`src/rtl/mac_seq_multiplier_if.sv`:
```
`default_nettype none
// ============================================================================
//  Module   : mac_seq_multiplier_if
//  Brief    : Start/busy/done handshake and operand/product bus of the
//             sequential MAC multiplier.
//  Revision : 1.0 - initial release
// ============================================================================
interface mac_seq_multiplier_if #(
  parameter int N = 32
);
  logic           start;
  logic [N-1:0]   multiplicand;
  logic [N-1:0]   multiplier;
  logic           busy;
  logic           done;
  logic [2*N-1:0] product;

  // Requester side (MAC controller)
  modport master (
    output start, multiplicand, multiplier,
    input  busy, done, product
  );

  // Multiplier side
  modport slave (
    input  start, multiplicand, multiplier,
    output busy, done, product
  );
endinterface
`default_nettype wire

```
`src/rtl/mac_seq_multiplier.sv`:
```
`default_nettype none
// ============================================================================
//  Module   : mac_seq_multiplier
//  Brief    : Radix-2 shift-and-add multiplier, N iterations per product,
//             2N-bit registered result with start/busy/done handshake.
//             Optional macro MAC_MULT_SIGNED_EN selects two's-complement
//             operands (magnitude iteration plus final sign fix-up).
//  Revision : 1.0 - initial release
// ============================================================================
module mac_seq_multiplier #(
  parameter int N = 32
) (
  input  wire logic           clk,
  input  wire logic           rst,
  mac_seq_multiplier_if.slave bus
);

  localparam int                 c_cnt_w     = (N > 1) ? $clog2(N) : 1;
  localparam logic [c_cnt_w-1:0] c_last_iter = c_cnt_w'(N - 1);

  typedef enum logic [1:0] {
    ST_IDLE = 2'd0,
    ST_RUN  = 2'd1,
    ST_DONE = 2'd2
  } state_t;

  state_t             r_state;
  state_t             w_state_next;

  logic [N:0]         r_acc;      // upper half of P, one extra bit for carry
  logic [N-1:0]       r_mq;       // lower half of P, multiplier bits consumed from bit 0
  logic [N-1:0]       r_mcand;
  logic [c_cnt_w-1:0] r_count;
  logic [2*N-1:0]     r_product;

  logic               w_accept;
  logic               w_last;
  logic [N:0]         w_sum;
  logic [2*N-1:0]     w_p_shift;
  logic [N-1:0]       w_load_a;
  logic [N-1:0]       w_load_b;
  logic [2*N-1:0]     w_final;

  assign w_accept = (r_state == ST_IDLE) && bus.start;
  assign w_last   = (r_state == ST_RUN) && (r_count == c_last_iter);

  // Conditional add of the multiplicand, then the whole P register shifts right;
  // w_p_shift is the low 2N bits of P after this cycle's iteration.
  assign w_sum     = r_mq[0] ? ({1'b0, r_acc[N-1:0]} + {1'b0, r_mcand}) : r_acc;
  assign w_p_shift = {w_sum, r_mq[N-1:1]};

`ifdef MAC_MULT_SIGNED_EN
  logic r_sign;

  // Most-negative input maps to itself, which read unsigned is 2^(N-1).
  assign w_load_a = bus.multiplicand[N-1] ? (-bus.multiplicand) : bus.multiplicand;
  assign w_load_b = bus.multiplier[N-1]   ? (-bus.multiplier)   : bus.multiplier;
  assign w_final  = r_sign ? (-w_p_shift) : w_p_shift;

  // Result sign captured alongside the operand magnitudes
  always_ff @(posedge clk or posedge rst) begin
    if (rst) begin
      r_sign <= 1'b0;
    end else if (w_accept) begin
      r_sign <= bus.multiplicand[N-1] ^ bus.multiplier[N-1];
    end
  end
`else
  assign w_load_a = bus.multiplicand;
  assign w_load_b = bus.multiplier;
  assign w_final  = w_p_shift;
`endif

  // State register
  always_ff @(posedge clk or posedge rst) begin
    if (rst) begin
      r_state <= ST_IDLE;
    end else begin
      r_state <= w_state_next;
    end
  end

  // Next-state logic: start only honoured in IDLE, DONE lasts one cycle
  always_comb begin
    w_state_next = r_state;
    case (r_state)
      ST_IDLE: if (bus.start) w_state_next = ST_RUN;
      ST_RUN:  if (w_last)    w_state_next = ST_DONE;
      ST_DONE:                w_state_next = ST_IDLE;
      default:                w_state_next = ST_IDLE;
    endcase
  end

  // Operand capture, one shift-add iteration per RUN cycle, product load on exit
  always_ff @(posedge clk or posedge rst) begin
    if (rst) begin
      r_acc     <= '0;
      r_mq      <= '0;
      r_mcand   <= '0;
      r_count   <= '0;
      r_product <= '0;
    end else if (w_accept) begin
      r_mcand <= w_load_a;
      r_mq    <= w_load_b;
      r_acc   <= '0;
      r_count <= '0;
    end else if (r_state == ST_RUN) begin
      r_acc   <= {1'b0, w_sum[N:1]};
      r_mq    <= {w_sum[0], r_mq[N-1:1]};
      r_count <= r_count + c_cnt_w'(1);
      if (w_last) begin
        r_product <= w_final;
      end
    end
  end

  assign bus.busy    = (r_state == ST_RUN);
  assign bus.done    = (r_state == ST_DONE);
  assign bus.product = r_product;

endmodule
`default_nettype wire

```
`src/flat_wrapper.sv`:
```
// flat-port wrapper written by rule: the top's interface ports become plain ports
module mac_seq_multiplier_flat 
#(
  parameter int N = 32
)
  (clk, rst, bus_start, bus_multiplicand, bus_multiplier, bus_busy, bus_done, bus_product);
  mac_seq_multiplier_if #(.N(N)) bus_i ();
  input  wire logic clk;
  input  wire logic rst;
  input wire logic [$bits(bus_i.start)-1:0] bus_start;
  input wire logic [$bits(bus_i.multiplicand)-1:0] bus_multiplicand;
  input wire logic [$bits(bus_i.multiplier)-1:0] bus_multiplier;
  output wire logic [$bits(bus_i.busy)-1:0] bus_busy;
  output wire logic [$bits(bus_i.done)-1:0] bus_done;
  output wire logic [$bits(bus_i.product)-1:0] bus_product;
  assign bus_i.start = bus_start;
  assign bus_i.multiplicand = bus_multiplicand;
  assign bus_i.multiplier = bus_multiplier;
  assign bus_busy = bus_i.busy;
  assign bus_done = bus_i.done;
  assign bus_product = bus_i.product;
  mac_seq_multiplier #(.N(N)) u_core (.clk(clk), .rst(rst), .bus(bus_i));
endmodule
```
`config.mk`:
```
export PLATFORM = sky130hd
export DESIGN_NAME = mac_seq_multiplier_flat
export DESIGN_NICKNAME = d
export VERILOG_FILES = /design/src/rtl/mac_seq_multiplier_if.sv /design/src/rtl/mac_seq_multiplier.sv /design/src/flat_wrapper.sv
export SDC_FILE = /design/constraint.sdc
export NUM_CORES = 1
export LEC_CHECK = 0
export CORE_MARGIN = 2
export CORE_UTILIZATION = 49
export DETAILED_ROUTE_END_ITERATION = 8
export GPL_ROUTABILITY_DRIVEN = 0
export GPL_TIMING_DRIVEN = 0
export PLACE_DENSITY_LB_ADDON = 0.08
export SLEW_MARGIN = 20
export SYNTH_ARGS = -nofsm -noshare
export SYNTH_HDL_FRONTEND = slang
export SYNTH_SLANG_ARGS = --single-unit
export TNS_END_PERCENT = 5
```
`constraint.sdc`:
```
create_clock -name clk -period 5.2 [get_ports clk]
set_input_delay 0.52 -clock clk [delete_from_list [all_inputs] [get_ports clk]]
set_output_delay 0.52 -clock clk [all_outputs]
set_load 0.02 [all_outputs]
```
Yosys cells after proc, flatten, opt, wreduce, memory -nomap -nowiden
Index checks and enable logic that the tools add are counted.
{ "totals": {"reg_bits": 168, "output_inout_bits": 66, "word_cells": 30} }
{ "classes": {"n_addsub": 2, "n_eq_ne": 5, "muxes": 10, "n_bitwise": 1, "n_reduce_logical": 6} }
{ "ops": {"columns": ["operator", "count"], "rows": [
  ["two-way mux 33 bit", 3],
  ["two-way mux 32 bit", 2],
  ["adder 32 x 32 -> 33 bit", 1],
  ["two-way mux 5 bit", 2],
  ["adder 5 x 1 -> 5 bit, second input constant", 1],
  ["== test 5 bit, second input constant", 1],
  ["two-way mux 2 bit", 2],
  ["one-hot mux 2 bit (2 select lines)", 1],
  ["AND reduction 3 bit", 1],
  ["== test 2 x 1 -> 1 bit, second input constant", 1],
  ["== test 2 bit, second input constant", 1],
  ["logical AND 1 bit", 2],
  ["logical NOT 2 bit", 1],
  ["!= test 2 x 1 -> 1 bit, second input constant", 1],
  ["!= test 2 bit, second input constant", 1],
  ["AND reduction 2 bit", 1],
  ["nonzero test 2 bit", 1],
  ["NOT 1 bit", 1]
]} }

Depth between registers and ports, before layout
{ "logic_depth": {"word_depth": 4, "ltp_mapped": 11, "depth_no_buf": 10} }

Worst setup path after synthesis
Ideal clock, no wire load.
{ "synth_path": {"path_kind": "register to register", "start": "register u_core.r_acc[0]", "end": "register u_core.r_acc[19]", "setup_ns": 0.120, "arrival_ns": 2.403, "required_ns": 5.080, "slack_ns": 2.677, "path_stages_with_launch": 11, "synth_period_minus_slack_ns": 2.523, "cell_sequence": "dfrtp_1 > ha_1 > fa_1 > a211oi_1 > o21ai_2 > a41oi_4 > a32oi_2 > nand4_2 > nand2_1 > xor2_1 > a31o_1"} }
{ "synth_between": {"elab_chain_len": 4} }
{ "synth_lines": {"columns": ["item", "line_no", "rtl"], "rows": [
  ["start, declared", "mac_seq_multiplier.sv:30", "logic [N:0] r_acc;"],
  ["start signal, assigned", "mac_seq_multiplier.sv:108", "r_acc <= {1'b0, w_sum[N:1]};"],
  ["adder 32 x 32 -> 33 bit", "mac_seq_multiplier.sv:49", "assign w_sum = r_mq[0] ? ({1'b0, r_acc[N-1:0]} + {1'b0, r_mcand}) : r_acc;"],
  ["two-way mux 33 bit", "mac_seq_multiplier.sv:49", null],
  ["two-way mux 33 bit", "mac_seq_multiplier.sv:107", "end else if (r_state == ST_RUN) begin"],
  ["two-way mux 33 bit", "mac_seq_multiplier.sv:102", "end else if (w_accept) begin"]
]} }
Every way passes these cells. The select of a mux whose other input is x is not followed.
A chain may end at the register's enable or synchronous reset.

Final worst setup path
Same ends and word-level chain as after synthesis.

==> results_dict.tcl <==
set metrics [dict create \
    crit_fanout 4 \
    critPathSlowestCell "fa_1" \
    die_y_um 137 \
    dr.pass1.iters 5 \
    drt-total-wl_mm 22.3 \
    crit_cells 10 \
    holdWs_ns 0.475 \
    worstPathArrival_ns 3.20 \
    timing.rr.start "u_core.r_acc[0]" \
    yosysMostFrequentCell "nand2_1" \
    port_buffers 132 \
    drc 0 \
    relSlewSlack 0.472 \
    yosys.area.top_type "dfrtp_1" \
    nFillCells 1559 \
    ir_worst_vdd_v 0.000428 \
    antenna_left 0 \
    num_vias 7250 \
    syn_to_final_growth_pct 26.0 \
    stdcell_count 1291 \
    r2r_slack_ns 2.33 \
    coreArea_sq_mm 0.0173 \
    final-hold-violation-count 0 \
    yosysWarnings 0 \
    grt_pass1_wl_mm 36.0 \
    path_buf_inv 0 \
    cts_tree "done" \
    grt_setup_unrepaired "no" \
    synth.top_cells.by_count "nand2_1, dfrtp_1, o21ai_0, a21oi_1, a22oi_1" \
    hpwlAfterDp_mm 16.0 \
    finalSetupViolations 0 \
    post-synth-top-area-fraction 0.483 \
    synth_edf_count 0 \
    grt_overflow 0 \
    timing.rr.end "u_core.r_acc[19]" \
    cts_setup_buffers 0 \
    start_kind "flip-flop" \
    htreeDepth 4 \
    power-per-cell-area_mw_per_mm2 709 \
    slew_viol_final 0 \
    clock-skew-final_ns 0.0134 \
    viasPerCell 5.62 \
    path_cells "ha_1 -> fa_1 -> a211oi_1 -> o21ai_2 -> a41oi_4 -> a32oi_2 -> nand4_2 -> nand2_1 -> xor2_1 -> a31o_1" \
    ys_ff_latch 167 \
    ys_types 69 \
    grt_max_degree 96 \
    synthArstFlopShare 1.00 \
    cp_top_family "compound AO/OA/AOI/OAI gates" \
    cts_hold_buffers 0 \
    ios 133 \
    track_usage 0.248 \
    ys_top_cells_by_area "dfrtp_1, nand2_1, o21ai_0" \
    cts_buffer_depth 2 \
    worstSetupStartpoint "u_core.r_acc[0]" \
    initial_core_util 0.500 \
    ctsResizeCount 0 \
    status "finished clean" \
    grt_pass1_vias 6932 \
    worstMarginPinSlew_ns 0.792 \
    clock_latency_ns 0.45 \
    hold_class "reg -> reg" \
    cts_root_buffer "clkbuf_16" \
    worst_r2r_path_depth 10 \
    crit_end "u_core.r_acc[19]" \
    ys_seq_area_frac 0.483 \
    cp.required_ns 5.53 \
    drtIter0Drc 463 \
    synthFlopType "dfrtp_1" \
    numClockSinks 167 \
    tns_ns 0 \
    min_period_ns 2.87 \
    syn_avg_cell_area_sq_um 9.60 \
    max_cap_viol_count 0 \
    cts_buffers 17 \
    diodes 0 \
    dp_cells 1259 \
    max_freq_mhz 349 \
    syn_area_sq_mm 0.00865 \
    dieArea_sq_mm 0.0187 \
    fin_crit_sh 0.551 \
    fp-row-count 48 \
    p_total_w 0.00773 \
    layout-drive-gt1-share 0.0919 \
    routedWlPerCell_um 17.3 \
    final_nets 1155 \
    synth_fp_nets 1003 \
    antenna_found_initial 0 \
    cpPeakStageDelay_ns 0.43 \
    clk_pin_slew_ns 0.07 \
    p_leak_nw 4.75 \
    end_kind "flip-flop" \
    postSynthCellCount 901 \
    die_width_um 137 \
    critPathKind "reg -> reg" \
]
[metal layers]
| layer | wire length [um] | global-route usage | vias to the layer above | part of all wire |
|---|---|---|---|---|
| met5 | 0 | 0 | - | 0 |
| met4 | 447 | 0.0899 | 0 | 0.020 |
| met3 | 1090 | 0.0370 | 28 | 0.049 |
| met2 | 10500 | 0.400 | 227 | 0.47 |
| met1 | 10300 | 0.342 | 3493 | 0.46 |
| li1 | - | - | 3502 | - |
[flip-flops by register name, indices dropped and copies added (netlist names)]
register / cells
u_core.r_mcand: 32
u_core.r_acc: 32
u_core.r_count: 5
u_core.r_mq: 32
u_core.bus.product: 64
u_core.r_state: 2
[through the flow]
stage	cell area, sq um	setup slack (ns)	util
floorplan	8650	0.162	-
global placement	10200	-2.17	0.593
detailed placement	10300	2.37	0.595
CTS	10900	2.34	0.630
global route	10900	2.06	0.630
finish	10900	2.33	0.630
[power by group]
part | internal, W | total (W) | switching, W
Combinational | 0.00178 | 0.00410 | 0.00233
Clock | 0.000726 | 0.00132 | 0.000592
Sequential | 0.00188 | 0.00230 | 0.000424
[area by class of cell]
type,instances,area [sq um],share of cell area
timing repair buffer,133,1350,0.124
buffer,57,254,0.0233
clock inverter,15,186,0.0171
clock buffer,17,425,0.0390
inverter,10,45.0,0.00413
tap,225,282,0.0258
sequential,167,4180,0.384
multi-input combinational,667,4180,0.383
[kinds of logic (layout without fill, tap and decap cells)]
group | Yosys count | in the layout | synth area share
multiplexers | 50 | 50 | 0.0625
adder cells (fa/ha/maj) | 35 | 35 | 0.0515
XOR/XNOR | 28 | 28 | 0.0284
flip-flops | 167 | 167 | 0.483
buffers and inverters | 67 | 232 | 0.0337
AO/OA/AOI/OAI | 276 | 276 | 0.204
AND/OR/NAND/NOR | 278 | 278 | 0.137
[worst min-delay path by stage]
stage / start / to / slack (ns) / depth (start not counted)
global route: u_core.bus.product[9] / u_core.bus.product[9] / 0.50 / 2
detailed placement: u_core.bus.product[11] / u_core.bus.product[11] / 0.46 / 2
CTS: u_core.bus.product[11] / u_core.bus.product[11] / 0.48 / 2
global placement: u_core.bus.product[22] / u_core.bus.product[22] / 0.46 / 2
finish: u_core.bus.product[24] / u_core.bus.product[24] / 0.47 / 2
floorplan: u_core.r_count[3] / u_core.r_count[3] / 0.45 / 1
[layout by cell type (no fill, tap or decap), types with 16 or more instances in the layout]
cell             count
dfrtp_1            167
nor2_1              30
a21oi_1             54
xnor2_1             18
clkdlybuf4s50_1    132
clkbuf_16           17
mux2_2              32
ha_1                34
o21ai_0            100
nand2_1            197
a21o_1              16
clkbuf_1            37
mux2i_1             18
a22oi_1             42
[worst min-delay path, delay by kind of cell, from the launching register on]
family | cells | cell delay, ns
DFF | 1 | 0.34
and+or+nand+nor | 2 | 0.10
Note: power is estimated with default switching activity, not from simulation.
